$ cat src/rtl/uart_bus_bridge.sv
// UART-to-peripheral-bus initiator: decodes serial W/R command frames, performs
// one bus beat while granted, and replies with an acknowledge or the read data.
module uart_bus_bridge #(
    parameter int unsigned CLKS_PER_BIT = 5208,
    parameter int unsigned TIMEOUT_CLKS = 2_000_000
) (
    input  logic        sysclk,
    input  logic        reset,
    input  logic        rxd,
    output logic        txd,
    output logic        bus_req,
    input  logic        bus_gnt,
    output logic        rd,
    output logic        wr,
    output logic [31:0] addr,
    output logic [31:0] wdata,
    input  logic [31:0] rdata,
    output logic        busy
);

    localparam int unsigned CNT_W  = $clog2(CLKS_PER_BIT + 1);
    localparam int unsigned TO_W   = $clog2(TIMEOUT_CLKS + 1);
    localparam int unsigned HALF   = CLKS_PER_BIT / 2;

    localparam logic [7:0] CMD_WRITE = 8'h57;
    localparam logic [7:0] CMD_READ  = 8'h52;
    localparam logic [7:0] REPLY_ACK = 8'h4B;
    localparam logic [7:0] REPLY_ERR = 8'h3F;

    typedef enum logic [1:0] {RX_IDLE, RX_START, RX_DATA, RX_STOP} rx_state_t;
    typedef enum logic [1:0] {TX_IDLE, TX_START, TX_DATA, TX_STOP} tx_state_t;
    typedef enum logic [2:0] {C_IDLE, C_ADDR, C_DATA, C_REQ, C_ACCESS, C_RESP, C_ERR} cmd_state_t;

    // receiver state
    rx_state_t        rx_state;
    logic             rx_meta;
    logic             rx_sync;
    logic             rx_prev;
    logic [CNT_W-1:0] rx_cnt;
    logic [2:0]       rx_bit;
    logic [7:0]       rx_shift;
    logic             byte_valid;
    logic             frame_err;

    // transmitter state
    tx_state_t        tx_state;
    logic [CNT_W-1:0] tx_cnt;
    logic [2:0]       tx_bit;
    logic [7:0]       tx_shift;
    logic [23:0]      tx_rest;
    logic [1:0]       tx_left;

    // command state
    cmd_state_t       cmd_state;
    logic             is_write;
    logic [1:0]       byte_cnt;
    logic [TO_W-1:0]  to_cnt;

    logic             tx_load_c;
    logic [7:0]       tx_first_c;
    logic [1:0]       tx_count_c;
    logic             tx_done_c;

    // Reply source: read data (MSB byte first), write acknowledge, or error marker.
    always_comb begin
        tx_load_c  = 1'b0;
        tx_first_c = REPLY_ERR;
        tx_count_c = 2'd0;
        if (cmd_state == C_ACCESS) begin
            tx_load_c = 1'b1;
            if (is_write) begin
                tx_first_c = REPLY_ACK;
            end else begin
                tx_first_c = rdata[31:24];
                tx_count_c = 2'd3;
            end
        end else if (cmd_state == C_ERR) begin
            tx_load_c = 1'b1;
        end
    end

    assign tx_done_c = (tx_state == TX_STOP) && (tx_cnt == CNT_W'(CLKS_PER_BIT - 1)) &&
                       (tx_left == 2'd0);

    // Serial receiver: synchronize, find start edge, sample mid-bit, check stop.
    always_ff @(posedge sysclk) begin
        if (!reset) begin
            rx_meta    <= 1'b1;
            rx_sync    <= 1'b1;
            rx_prev    <= 1'b1;
            rx_state   <= RX_IDLE;
            rx_cnt     <= '0;
            rx_bit     <= '0;
            rx_shift   <= '0;
            byte_valid <= 1'b0;
            frame_err  <= 1'b0;
        end else begin
            rx_meta    <= rxd;
            rx_sync    <= rx_meta;
            rx_prev    <= rx_sync;
            byte_valid <= 1'b0;
            frame_err  <= 1'b0;
            case (rx_state)
                RX_IDLE: begin
                    if (rx_prev && !rx_sync) begin
                        rx_state <= RX_START;
                        rx_cnt   <= '0;
                    end
                end
                RX_START: begin
                    if (rx_cnt == CNT_W'(HALF - 1)) begin
                        rx_cnt <= '0;
                        rx_bit <= '0;
                        rx_state <= rx_sync ? RX_IDLE : RX_DATA;
                    end else begin
                        rx_cnt <= rx_cnt + CNT_W'(1);
                    end
                end
                RX_DATA: begin
                    if (rx_cnt == CNT_W'(CLKS_PER_BIT - 1)) begin
                        rx_cnt   <= '0;
                        rx_shift <= {rx_sync, rx_shift[7:1]};
                        if (rx_bit == 3'd7) begin
                            rx_state <= RX_STOP;
                        end else begin
                            rx_bit <= rx_bit + 3'd1;
                        end
                    end else begin
                        rx_cnt <= rx_cnt + CNT_W'(1);
                    end
                end
                RX_STOP: begin
                    if (rx_cnt == CNT_W'(CLKS_PER_BIT - 1)) begin
                        rx_cnt   <= '0;
                        rx_state <= RX_IDLE;
                        if (rx_sync) begin
                            byte_valid <= 1'b1;
                        end else begin
                            frame_err <= 1'b1;
                        end
                    end else begin
                        rx_cnt <= rx_cnt + CNT_W'(1);
                    end
                end
                default: rx_state <= RX_IDLE;
            endcase
        end
    end

    // Serial transmitter: sends 1 or 4 bytes back-to-back, start bit on the load edge.
    always_ff @(posedge sysclk) begin
        if (!reset) begin
            txd      <= 1'b1;
            tx_state <= TX_IDLE;
            tx_cnt   <= '0;
            tx_bit   <= '0;
            tx_shift <= '0;
            tx_rest  <= '0;
            tx_left  <= '0;
        end else begin
            case (tx_state)
                TX_IDLE: begin
                    txd <= 1'b1;
                    if (tx_load_c) begin
                        tx_shift <= tx_first_c;
                        tx_rest  <= rdata[23:0];
                        tx_left  <= tx_count_c;
                        tx_cnt   <= '0;
                        txd      <= 1'b0;
                        tx_state <= TX_START;
                    end
                end
                TX_START: begin
                    if (tx_cnt == CNT_W'(CLKS_PER_BIT - 1)) begin
                        tx_cnt   <= '0;
                        tx_bit   <= '0;
                        txd      <= tx_shift[0];
                        tx_shift <= {1'b0, tx_shift[7:1]};
                        tx_state <= TX_DATA;
                    end else begin
                        tx_cnt <= tx_cnt + CNT_W'(1);
                    end
                end
                TX_DATA: begin
                    if (tx_cnt == CNT_W'(CLKS_PER_BIT - 1)) begin
                        tx_cnt <= '0;
                        if (tx_bit == 3'd7) begin
                            txd      <= 1'b1;
                            tx_state <= TX_STOP;
                        end else begin
                            txd      <= tx_shift[0];
                            tx_shift <= {1'b0, tx_shift[7:1]};
                            tx_bit   <= tx_bit + 3'd1;
                        end
                    end else begin
                        tx_cnt <= tx_cnt + CNT_W'(1);
                    end
                end
                TX_STOP: begin
                    if (tx_cnt == CNT_W'(CLKS_PER_BIT - 1)) begin
                        tx_cnt <= '0;
                        if (tx_left != 2'd0) begin
                            tx_shift <= tx_rest[23:16];
                            tx_rest  <= {tx_rest[15:0], 8'h00};
                            tx_left  <= tx_left - 2'd1;
                            txd      <= 1'b0;
                            tx_state <= TX_START;
                        end else begin
                            tx_state <= TX_IDLE;
                        end
                    end else begin
                        tx_cnt <= tx_cnt + CNT_W'(1);
                    end
                end
                default: tx_state <= TX_IDLE;
            endcase
        end
    end

    // Command FSM: frame decode, inter-byte timeout, bus handshake and reply sequencing.
    always_ff @(posedge sysclk) begin
        if (!reset) begin
            cmd_state <= C_IDLE;
            is_write  <= 1'b0;
            byte_cnt  <= '0;
            to_cnt    <= '0;
            bus_req   <= 1'b0;
            rd        <= 1'b0;
            wr        <= 1'b0;
            addr      <= '0;
            wdata     <= '0;
            busy      <= 1'b0;
        end else begin
            case (cmd_state)
                C_IDLE: begin
                    if (byte_valid) begin
                        busy     <= 1'b1;
                        byte_cnt <= '0;
                        to_cnt   <= '0;
                        if (rx_shift == CMD_WRITE || rx_shift == CMD_READ) begin
                            is_write  <= (rx_shift == CMD_WRITE);
                            cmd_state <= C_ADDR;
                        end else begin
                            cmd_state <= C_ERR;
                        end
                    end
                end
                C_ADDR: begin
                    if (byte_valid) begin
                        addr   <= {addr[23:0], rx_shift};
                        to_cnt <= '0;
                        if (byte_cnt == 2'd3) begin
                            byte_cnt <= '0;
                            if (is_write) begin
                                cmd_state <= C_DATA;
                            end else begin
                                bus_req   <= 1'b1;
                                cmd_state <= C_REQ;
                            end
                        end else begin
                            byte_cnt <= byte_cnt + 2'd1;
                        end
                    end else if (frame_err || to_cnt == TO_W'(TIMEOUT_CLKS - 1)) begin
                        cmd_state <= C_ERR;
                    end else begin
                        to_cnt <= to_cnt + TO_W'(1);
                    end
                end
                C_DATA: begin
                    if (byte_valid) begin
                        wdata  <= {wdata[23:0], rx_shift};
                        to_cnt <= '0;
                        if (byte_cnt == 2'd3) begin
                            byte_cnt  <= '0;
                            bus_req   <= 1'b1;
                            cmd_state <= C_REQ;
                        end else begin
                            byte_cnt <= byte_cnt + 2'd1;
                        end
                    end else if (frame_err || to_cnt == TO_W'(TIMEOUT_CLKS - 1)) begin
                        cmd_state <= C_ERR;
                    end else begin
                        to_cnt <= to_cnt + TO_W'(1);
                    end
                end
                C_REQ: begin
                    if (bus_gnt) begin
                        rd        <= !is_write;
                        wr        <= is_write;
                        cmd_state <= C_ACCESS;
                    end
                end
                C_ACCESS: begin
                    rd        <= 1'b0;
                    wr        <= 1'b0;
                    bus_req   <= 1'b0;
                    cmd_state <= C_RESP;
                end
                C_ERR: begin
                    cmd_state <= C_RESP;
                end
                C_RESP: begin
                    if (tx_done_c) begin
                        busy      <= 1'b0;
                        cmd_state <= C_IDLE;
                    end
                end
                default: cmd_state <= C_IDLE;
            endcase
        end
    end

endmodule

$ cat config.mk
export PLATFORM = sky130hd
export DESIGN_NAME = uart_bus_bridge
export DESIGN_NICKNAME = d
export VERILOG_FILES = /design/src/rtl/uart_bus_bridge.sv
export SDC_FILE = /design/constraint.sdc
export NUM_CORES = 1
export LEC_CHECK = 0
export BUFFER_PORTS_ARGS = -buffer_cell sky130_fd_sc_hd__buf_2
export CORE_MARGIN = 2
export CORE_UTILIZATION = 40
export DETAILED_ROUTE_END_ITERATION = 10
export HOLD_SLACK_MARGIN = 0.15
export PLACE_DENSITY_LB_ADDON = 0.3
export SLEW_MARGIN = 10
export SYNTH_ARGS = -nofsm -noshare
export SYNTH_HDL_FRONTEND = slang
export SYNTH_SLANG_ARGS = --single-unit
export TNS_END_PERCENT = 5
$ cat constraint.sdc
create_clock -name sysclk -period 3.3 [get_ports sysclk]
set_clock_uncertainty 0.1 [all_clocks]
set_input_delay 0.165 -clock sysclk [delete_from_list [all_inputs] [get_ports sysclk]]
set_output_delay 0.165 -clock sysclk [all_outputs]
set_load 0.01 [all_outputs]
==> metrics.md, run 1 <==
| Metric | Value |
|---|---|
| Status | finished clean |
| Area leader, netlist | dfxtp_1 |
| CP Capture Point | cmd_state[2] |
| N_diodes | 0 |
| Metal3 WL | 840 um |
| Remaining Overflow, GRT | 0 |
| P_leak | between 3 and 4 nW |
| DP Area | 8932 um^2 |
| # H-tree levels | 4 |
| Most numerous cell in the Yosys netlist | nand2_1 |
| Worst setup path start | to_cnt[11] |
| Met1 wire length | 9.304 mm |
| Number of synthesized register bits | 179 |
| RePlAce Congestion | roughly 0.83 |
| Worst r2r src | to_cnt[11] |
| Post-synth net total | about 1000 |
| Peak supply drop | 0.0003517 V |
| Total of max-cap violations | 0 |
| YS warnings | 0 |
| Post-synthesis async set-or-reset flop share | 0% |
| Final wirelength | around 20 mm |
| Dpl hpwl | between 10 and 15 mm |
| Relative slew slack | a little under half |
| Worst-Skew Late Latency | 0.44 ns |
| Sequential area share after synthesis | 43.79% |
| Longest Clk Path Bufs | 2 |
| Vias in the first global route | approximately 6900 |
| Share of layout cells above drive strength 1 | 15.63% |
| Initial antenna violation count | 0 |
| Crit path launch type | register |
| Measured slew at the worst slew-check pin | 0.7919 ns |
| Ports placed on the boundary | 105 |
| Met2 WL | 9.791 mm |
| Post-Syn Area | between 8000 and 9000 um^2 |
| Ranking of synthesized cells by area | dfxtp_1, nand2_1, a21oi_1 |
| Tot GR Track Use | roughly a fifth |
| Number of nets in the layout | approximately 1200 |
| TritonCTS clock tree | done |
| Post-cts sizing count | 0 |
| Post CTS Setup Buffer Count | 0 |
| Top cells by count, synth | nand2_1, dfxtp_1, a21oi_1, nor2_1, clkbuf_1 |
| Hold WC Path Type | in -> reg |
| Final setup fails | 0 |
| Final worst setup slack | between 0.7 and 0.8 ns |
| Top Layer Used | met4 |
| Final Cell Area | a little under 10000 um^2 |
| Fmax | about 0.39 GHz |
| Top_reg_cell synth | dfxtp_1 |
| Reg-to-Reg End | cmd_state[2] |
| Core area | between 20000 and 25000 um^2 |
| Pre-CTS setup slack | between 0.7 and 0.8 ns |
| Tcrit/Tclk final | 78.71% |
| Syn_area_per_cell | about 8.3 um^2 |
| First DRT Iteration DRCs | 481 |
| CTS root buf | clkbuf_16 |
| PwrDens | roughly 500 nW/um^2 |
| RSZ-0062 raised after global routing | false |
| CP Capture Type | register |
| Post-synth top area share | a little over two fifths |
| Via density | about 5.3 |
| WL per Instance | approximately 15 um |
| Largest net degree at the start of global routing | 74 |
| CP Max Fanout | 10 |
| First-pass GRT wire length | 33.48 mm |
| Remaining antenna violation count | 0 |
| Full die area | ~22000 um^2 |
| Setup Crit Path Kind | reg -> reg |
| Final Max Tran Viols | 0 |
| Die Ht | between 100 and 150 um |
| DRC | 0 |
| Port Buffers | around 100 |
| Detailed Routing Iterations Pass 1 | 5 |
| Clock sinks | 179 |
| Area Growth Syn to Fin | 20.41% |
| Number of buffers created by CTS | 17 |
| Worst R2R Path Depth | 5 |
| Hold Slack | 0.1684 ns |
| Initial core utilization | 40.58% |
| Clock transition at the registers of the reported paths | 0.07 ns |
| Crit path time final | ~2.6 ns |
| Final hold violations | 0 |
| Aggregate negative setup slack | 0 ns |
| Yosys cell types | between 70 and 80 |
| Rows | 52 |
| Reg-to-reg slack, setup | 0.70 ns |
| Post-Syn Instances | a little under 1000 |
| Post-synth EDFFs | 0 |
| Die W | between 100 and 150 um |
| DR vias | about 7400 |
| WP data arrival | between 2 and 3 ns |
| Data required, critical path | ~3.6 ns |
-- registers in the layout, indices dropped and copies added (netlist names), 2 cells and up, named ones only --
| signal | cells |
|---|---|
| rx_cnt | 13 |
| tx_shift | 8 |
| tx_left | 2 |
| wdata | 32 |
| to_cnt | 21 |
| tx_state | 2 |
| cmd_state | 3 |
| tx_cnt | 13 |
| byte_cnt | 2 |
| addr | 32 |
| tx_rest | 24 |
| rx_bit | 3 |
| tx_bit | 3 |
| rx_shift | 8 |
-- metal layers --
| layer | GRT usage [%] | up-vias |
|---|---|---|
| li1 | - | 3790 |
| met1 | 24.31 | 3460 |
| met2 | 30.89 | 142 |
| met3 | 4.348 | 19 |
| met4 | 5.721 | 0 |
| met5 | 0 | - |
-- critical path: stages (launching register included) --
cell and delay, ns:
dfxtp_1 0.38, or4b_1 0.53, or4_4 0.50, o41a_1 0.50
a31o_1 0.30, a211oi_2 0.21
-- worst min path at each step --
| stage | start | end | slack [ns] | cells after the start |
|---|---|---|---|---|
| CTS | reset | rx_meta | 0.16 | 3 |
| finish | reset | rx_sync | 0.17 | 3 |
| floorplan | rxd | rx_meta | 0.17 | 1 |
| global route | reset | rx_meta | 0.20 | 3 |
| global placement | rxd | rx_meta | 0.25 | 2 |
| detailed placement | rxd | rx_meta | 0.25 | 2 |
-- through the flow --
stage | power, mW | std cells | util, %
finish | 4.889 | 1390 | 48.86
global route | 5.093 | 1390 | 48.86
CTS | 4.935 | 1390 | 48.86
detailed placement | 2.876 | 1324 | 44.29
global placement | 2.861 | 1324 | 44.29
floorplan | 2.740 | 992 | -
-- timing repair --
action,CTS,global route
hold endpoints to repair,36,0
hold buffers,34,0
endpoints found under the setup margin,0,0
-- final cells by class --
cell class	count	area [um^2]
timing repair buffer	160	1026
fill	2006	10310
clock buffer	18	429.2
inverter	20	77.57
tap	270	337.8
sequential	179	3583
clock inverter	14	152.6
multi-input combinational	729	4248
-- cell families after synthesis --
logic type,share of synthesized area [%]
AO/OA/AOI/OAI,19.60
buffers and inverters,4.372
XOR/XNOR,1.070
adder cells (fa/ha/maj),2.140
flip-flops,43.79
multiplexers,3.914
AND/OR/NAND/NOR,25.12
-- power breakdown --
part,leakage (nW),switching [mW],internal (mW)
Clock,0.285,0.900,1.13
Combinational,1.91,0.318,0.217
Sequential,1.44,0.0615,2.27
-- cells in the final DEF, fill, tap and decap left out, drive strengths merged, types with 7 or more instances in the layout --
master       Yosys  final
nor3            21     21
nand2b          15     15
a311oi           8      8
nand4           12     12
a22o             9      9
or3              7      7
xnor2            8      8
a31oi           10     10
inv             20     25
nand3           24     24
dfxtp          179    179
o21ai           30     30
nor4            13     13
mux2i           32     32
nand2          194    194
ha              14     14
a211oi          21     21
dlygate4sd3      0     34
and2             8      8
a21oi           97     97
nor2            82     82
a221o            7      7
clkbuf          53     18
buf             11    126
nor2b            8      8
or4              8      8
No activity file was read; power rests on OpenSTA's default activity.
==> run 2: changes to the inputs <==
- clock period: 3.3 -> 2.1 ns (I/O delays scaled with it)
==> metrics.md, run 2 (synthesis results as in run 1) <==
| Metric | Value |
|---|---|
| Status | finished with violations (was finished clean) |
| Failing checks | negative setup slack |
| Clock transition at the registers of the reported paths | 0.07 ns (about the same) |
| Final Max Tran Viols | 0 (unchanged) |
| Setup Crit Path Kind | reg -> reg (unchanged) |
| Rows | 52 (unchanged) |
| Multi-input gate area | 4433 um^2 (was 4248 um^2) |
| Peak supply drop | 0.0006096 V (was 0.0003517 V) |
| DP Area | 9527 um^2 (was 8932 um^2) |
| Measured slew at the worst slew-check pin | 0.8103 ns (was 0.7919 ns) |
| Final wirelength | 21.25 mm (was 20.16 mm) |
| Internal power | 5.724 mW (was 3.610 mW) |
| Number of nets in the layout | 1231 (was 1157) |
| Final worst setup slack | -0.1670 ns (was 0.7026 ns) |
| Largest registers | addr x32, wdata x32, tx_rest x24 (unchanged) |
| First DRT Iteration DRCs | 407 (was 481) |
| Core area | 20170 um^2 (unchanged) |
| Largest net degree at the start of global routing | 81 (was 74) |
| Cell Chain, Critical Path | or4b_4, or4_4, o41a_1, buf_4, nand3_1, mux2i_1 (was or4b_1, or4_4, o41a_1, a31o_1, a211oi_2) |
| Sw Pwr | 2.141 mW (was 1.279 mW) |
| Crit path time final | 2.267 ns (was 2.597 ns) |
| Clock power frac | 41.1% (was 41.5%) |
| Hold Path Stages | 3 (unchanged) |
| DR vias | 7762 (was 7411) |
| Hold WC Path Type | in -> reg (unchanged) |
| Worst path slowest cell | or4b_4 (was or4b_1) |
| Remaining antenna violation count | 0 (unchanged) |
| Seq. cell area | 3591 um^2 (was 3583 um^2) |
| Die W | 147.0 um (unchanged) |
| Vias in the first global route | 7296 (was 6855) |
| Final setup fails | 19 (was 0) |
| RSZ-0062 raised after global routing | true (was false) |
| Levels on crit path | 6 (was 5) |
| Initial core utilization | 40.58% (unchanged) |
| Longest Clk Path Bufs | 2 (unchanged) |
| # H-tree levels | 4 (unchanged) |
| Area Growth Syn to Fin | 30.56% (was 20.41%) |
| Sequential share of power | 46.4% (was 47.6%) |
| Ports placed on the boundary | 105 (unchanged) |
| CP Max Fanout | 6 (was 10) |
| Crit path launch type | register (unchanged) |
| RePlAce Congestion | 0.8459 (was 0.8328) |
| Total of max-cap violations | 0 (unchanged) |
| Fill count | 1898 (was 2006) |
| Switching Fraction | 27.22% (was 26.17%) |
| Worst-Skew Late Latency | 0.44 ns (about the same) |
| Detailed Routing Iterations Pass 1 | 5 (unchanged) |
| Aggregate negative setup slack | -2.221 ns (was 0 ns) |
| Largest stage delay on the critical path | 0.52 ns (was 0.53 ns) |
| Dpl hpwl | 14.18 mm (was 13.08 mm) |
| Final Cell Area | 10690 um^2 (was 9854 um^2) |
| TritonCTS clock tree | done (unchanged) |
| Clock sinks | 179 (unchanged) |
| Remaining Overflow, GRT | 0 (unchanged) |
| Fmax | 0.4411 GHz (was 0.3850 GHz) |
| CP top delay family | simple AND/OR/NAND/NOR gates (unchanged) |
| WL per Instance | 14.51 um (was 14.50 um) |
| Number of buffers created by CTS | 17 (unchanged) |
| First-pass GRT wire length | 35.49 mm (was 33.48 mm) |
| DRC | 0 (unchanged) |
| P_leak | 4.086 nW (was 3.637 nW) |
| Port Buffers | 104 (unchanged) |
| Worst R2R Path Depth | 6 (was 5) |
| Initial antenna violation count | 0 (unchanged) |
| Tcrit/Tclk final | 108.0% (was 78.71%) |
| Comb power frac | 12.5% (was 10.9%) |
| CTS root buf | clkbuf_16 (unchanged) |
| Commonest non-fill, non-tap cells in the layout | nand2_1, dfxtp_1, buf_2, a21oi_1, buf_4 (was nand2_1, dfxtp_1, buf_2, a21oi_1, nor2_1) |
| Worst path bufs/invs | 1 (was 0) |
| N_diodes | 0 (unchanged) |
| Via density | 5.302 (was 5.332) |
| Final hold violations | 0 (unchanged) |
| Tot GR Track Use | 19.75% (was 18.67%) |
| Share of layout cells above drive strength 1 | 23.20% (was 15.63%) |
| Data required, critical path | 2.36 ns (was 3.56 ns) |
| Full die area | 21620 um^2 (unchanged) |
| CP Capture Type | register (unchanged) |
| Die Ht | 147.0 um (unchanged) |
| Relative slew slack | 45.98% (was 47.20%) |
| WP data arrival | 2.53 ns (was 2.86 ns) |
| Commonest non-fill, non-tap cell in the layout | nand2_1 (unchanged) |
| PwrDens | 736.1 nW/um^2 (was 496.2 nW/um^2) |
-- run 2: cell types whose count changed in the layout (fill, tap and decap cells not counted), moves of 5 or more --
cell      change
dfxtp_2       +6
buf_4        +66
dfxtp_1       -6
a211oi_2      +5
a211oi_1      -5
-- run 2: repair_timing --
item / CTS / global route
pin swaps: 3 / 8
endpoints found under the hold margin: 41 / 0
setup endpoints to repair: 22 / 75
hold buffers: 36 / 0
resized for setup: 3 / 32
buffers inserted: 3 / 0
-- run 2: final timing paths --
check        startpoint    endpoint  slack (ns)
max          to_cnt[12]  to_cnt[17]       -0.17
min            rdata[5]  tx_rest[5]        0.31
max reg2reg  to_cnt[12]  to_cnt[17]       -0.17
min reg2reg    addr[25]    addr[25]        0.35
-- run 2: routing by layer --
metal	GRT usage, %	part of all wire [%]	routed length (um)	up-vias
li1	-	-	-	3947
met1	25.00	45	9633	3677
met2	34.02	50	10700	126
met3	4.658	3.4	726	12
met4	4.904	0.87	184	0
met5	0	0	0	-
-- run 2: power by group through the flow --
stage	sequential, mW	combinational (mW)	clock, mW
2_1_floorplan	3.71	0.602	0
3_3_place_gp	3.72	0.869	0
3_5_place_dp	3.72	0.882	0
4_1_cts	3.65	0.944	3.30
5_1_grt	3.67	1.10	3.46
6_report	3.65	0.983	3.23
-- run 2: per-stage QoR --
step	std cells	setup WS [ns]	total power [mW]	hold WS, ns	utilization, %
after floorplan	992	-0.1940	4.307	0.1065	-
after global placement	1393	-0.2140	4.588	0.2159	47.23
after detailed placement	1393	-0.2420	4.605	0.2202	47.23
after CTS	1464	-0.1637	7.893	0.2941	52.24
after global routing	1464	-0.2625	8.229	0.3147	52.98
final	1464	-0.1670	7.865	0.3088	52.98
-- run 2: tightest hold or removal path, cell delays in order --
cell	delay, ns
dlygate4sd3_1	0.51
buf_2	0.09
a22o_1	0.10
-- run 2: final cells by class --
class                           count  area share [%]
Clock buffer                       18           4.110
Clock inverter                     14           1.487
Inverter                           20          0.7260
Multi-Input combinational cell    729           41.49
Sequential cell                   179           33.61
Tap cell                          270           3.162
Timing Repair Buffer              234           15.42
==> run 3: changes to the inputs <==
- ABC_AREA: not set -> 1
- CELL_PAD_IN_SITES_DETAIL_PLACEMENT: not set -> 0
- CELL_PAD_IN_SITES_GLOBAL_PLACEMENT: not set -> 1
- CORE_UTILIZATION: 40 -> 37
==> metrics.md, run 3 <==
| Metric | Value |
|---|---|
| Status | finished clean (was finished with violations) |
| Area Growth Syn to Fin | 23.15% (was 30.56%) |
| Pre-CTS setup slack | 0.1433 ns (was -0.2420 ns) |
| Fmax | 0.5193 GHz (was 0.4411 GHz) |
| Hold Path Stages | 1 (was 3) |
| Post-Syn Area | 8373 um^2 (was 8184 um^2) |
| Ports placed on the boundary | 105 (unchanged) |
| Reg-to-reg slack, setup | 0.17 ns (was -0.17 ns) |
| Fill count | 2321 (was 1898) |
| Aggregate negative setup slack | 0 ns (was -2.221 ns) |
| Longest Clk Path Bufs | 2 (unchanged) |
| TritonCTS clock tree | done (unchanged) |
| WP data arrival | 2.21 ns (was 2.53 ns) |
| Most numerous cell in the Yosys netlist | nand2_1 (unchanged) |
| Largest registers | addr x32, wdata x32, tx_rest x24 (unchanged) |
| Top cells by count, synth | nand2_1, nor2_1, dfxtp_1, inv_1, o21ai_0 (was nand2_1, dfxtp_1, a21oi_1, nor2_1, clkbuf_1) |
| Full die area | 23850 um^2 (was 21620 um^2) |
| Yosys cell types | 40 (was 72) |
| Initial antenna violation count | 0 (unchanged) |
| CP Capture Type | register (unchanged) |
| Data required, critical path | 2.38 ns (was 2.36 ns) |
| CP top delay family | buffers and inverters (was simple AND/OR/NAND/NOR gates) |
| Worst path slowest cell | dfxtp_1 (was or4b_4) |
| First-pass GRT wire length | 37.22 mm (was 35.49 mm) |
| Post-synthesis async set-or-reset flop share | 0% (unchanged) |
| Post-Syn Instances | 1221 (was 992) |
| Final hold violations | 0 (unchanged) |
| Gr busiest metal | met2 (unchanged) |
| CP Max Fanout | 10 (was 6) |
| Number of buffers created by CTS | 17 (unchanged) |
| Detailed Routing Iterations Pass 1 | 5 (unchanged) |
| Switching Fraction | 35.70% (was 27.22%) |
| Sw Pwr | 3.513 mW (was 2.141 mW) |
| GR Layer Usage met2 | 30.42% (was 34.02%) |
| Hold WC Path Type | reg -> reg (was in -> reg) |
| Core area | 22430 um^2 (was 20170 um^2) |
| Sequential area share after synthesis | 42.80% (was 43.79%) |
| RSZ-0062 raised after global routing | true (unchanged) |
| Final setup fails | 0 (was 19) |
| Largest stage delay on the critical path | 0.39 ns (was 0.52 ns) |
| Commonest non-fill, non-tap cells in the layout | nand2_1, nor2_1, dfxtp_1, o21ai_0, inv_1 (was nand2_1, dfxtp_1, buf_2, a21oi_1, buf_4) |
| Rows | 55 (was 52) |
| Worst-Skew Late Latency | 0.44 ns (about the same) |
| Placed cell count | 1584 (was 1393) |
| Worst path bufs/invs | 2 (was 1) |
| P_leak | 4.628 nW (was 4.086 nW) |
| Remaining Overflow, GRT | 0 (unchanged) |
| Final Max Tran Viols | 0 (unchanged) |
| Clock transition at the registers of the reported paths | 0.08 ns (was 0.07 ns) |
| Peak supply drop | 0.0006146 V (was 0.0006096 V) |
| GR Util met1 | 25.43% (was 25.00%) |
| N_diodes | 0 (unchanged) |
| Port Buffers | 104 (unchanged) |
| Tot GR Track Use | 18.75% (was 19.75%) |
| Vias in the first global route | 7748 (was 7296) |
| Top_reg_cell synth | dfxtp_1 (unchanged) |
| Sequential share of power | 39.4% (was 46.4%) |
| Internal power | 6.327 mW (was 5.724 mW) |
| Cell Chain, Critical Path | ha_1, clkinv_1, buf_4, o21ai_0, o22ai_1, nand2_1, o21ai_0, nor2_1 (was or4b_4, or4_4, o41a_1, buf_4, nand3_1, mux2i_1) |
| Post-synth EDFFs | 0 (unchanged) |
| Post-synth top area share | 42.80% (was 43.79%) |
| Final Instance Count excl. Fillers | 1655 (was 1464) |
| Hold Slack | 0.3331 ns (was 0.3088 ns) |
| Commonest non-fill, non-tap cell in the layout | nand2_1 (unchanged) |
| DRC | 0 (unchanged) |
| Relative slew slack | 71.14% (was 45.98%) |
| # H-tree levels | 4 (unchanged) |
| Final wirelength | 21.85 mm (was 21.25 mm) |
| Post-synth net total | 1271 (was 1042) |
| Die Ht | 154.4 um (was 147.0 um) |
| WL per Instance | 13.20 um (was 14.51 um) |
| Area leader, netlist | dfxtp_1 (unchanged) |
| Crit path time final | 1.926 ns (was 2.267 ns) |
| Worst R2R Path Depth | 8 (was 6) |
| Met3 Resource Use GR | 3.951% (was 4.658%) |
| Clock sinks | 179 (unchanged) |
| Most frequent CP cell | o21ai_0 |
| Die W | 154.4 um (was 147.0 um) |
| First DRT Iteration DRCs | 457 (was 407) |
| Crit path launch type | register (unchanged) |
| DP Area | 9251 um^2 (was 9527 um^2) |
| Clock power frac | 33.4% (was 41.1%) |
| Setup Crit Path Kind | reg -> reg (unchanged) |
| Comb power frac | 27.1% (was 12.5%) |
| Number of nets in the layout | 1407 (was 1231) |
| CTS root buf | clkbuf_16 (unchanged) |
| Final Total Pwr | 9.840 mW (was 7.865 mW) |
| Share of layout cells above drive strength 1 | 15.18% (was 23.20%) |
| Final Cell Area | 10310 um^2 (was 10690 um^2) |
| Initial core utilization | 37.32% (was 40.58%) |
| Measured slew at the worst slew-check pin | 0.4322 ns (was 0.8103 ns) |
| PwrDens | 954.3 nW/um^2 (was 736.1 nW/um^2) |
| Largest net degree at the start of global routing | 105 (was 81) |
| Post-layout util | 45.96% (was 52.98%) |
| Total of max-cap violations | 0 (unchanged) |
| Number of synthesized register bits | 179 (unchanged) |
| YS warnings | 0 (unchanged) |
| DR vias | 8071 (was 7762) |
| Ranking of synthesized cells by area | dfxtp_1, nand2_1, nor2_1 (was dfxtp_1, nand2_1, a21oi_1) |
| Final worst setup slack | 0.1744 ns (was -0.1670 ns) |
| Tcrit/Tclk final | 91.70% (was 108.0%) |
| Remaining antenna violation count | 0 (unchanged) |
| Dpl hpwl | 14.48 mm (was 14.18 mm) |
| Via density | 4.877 (was 5.302) |
| Levels on crit path | 8 (was 6) |
| Syn_area_per_cell | 6.858 um^2 (was 8.250 um^2) |
| RePlAce Congestion | 0.8168 (was 0.8459) |
run 3: cell types whose count changed after synthesis, sizes merged, moves of 13 or more:
cell,previous run,this run
mux2i,32,0
a211oi,21,8
o21ai,30,133
clkbuf,53,33
nor2,82,223
inv,20,130
nand2,194,249
nand2b,15,0
nand3,24,56
run 3: repair_timing:
item	4_1_cts	5_1_grt
endpoints found under the setup margin	0	40
hold buffers	36	0
endpoints found under the hold margin	105	0
buffers inserted	0	2
gates resized for setup	0	10
run 3: power by group through the flow:
stage / registers (mW) / clock network, mW / logic (mW)
2_1_floorplan: 3.90 / 0 / 1.87
3_3_place_gp: 3.94 / 0 / 2.46
3_5_place_dp: 3.95 / 0 / 2.46
4_1_cts: 3.87 / 3.37 / 2.52
5_1_grt: 3.92 / 3.51 / 3.02
6_report: 3.88 / 3.29 / 2.67
run 3: worst paths after layout:
path                 end        start
max          tx_shift[4]  tx_state[0]
min              rx_sync      rx_meta
max reg2reg  tx_shift[4]  tx_state[0]
min reg2reg      rx_sync      rx_meta
run 3: cell families (layout without fill, tap and decap cells):
logic type               after synthesis  in the layout  synth area share, %
adder cells (fa/ha/maj)               14             14                2.092
AND/OR/NAND/NOR                      578            579                28.90
AO/OA/AOI/OAI                        259            259                16.56
buffers and inverters                184            332                8.921
flip-flops                           179            179                42.80
XOR/XNOR                               7              7               0.7322
run 3: cell type report:
type / count / area, um^2 / area share (%)
Clock inverter: 14 / 182.7 / 1.772
Timing Repair Buffer: 168 / 1154 / 11.19
Clock buffer: 18 / 439.2 / 4.259
Sequential cell: 179 / 3585 / 34.77
Tap cell: 285 / 356.6 / 3.458
Inverter: 132 / 505.5 / 4.902
Multi-Input combinational cell: 859 / 4089 / 39.66
run 3: metal layers:
layer	vias to the layer above	share of wire (%)
met2	146	45
met5	-	0
met1	3671	49
li1	4232	-
met4	0	1.7
met3	22	4.2
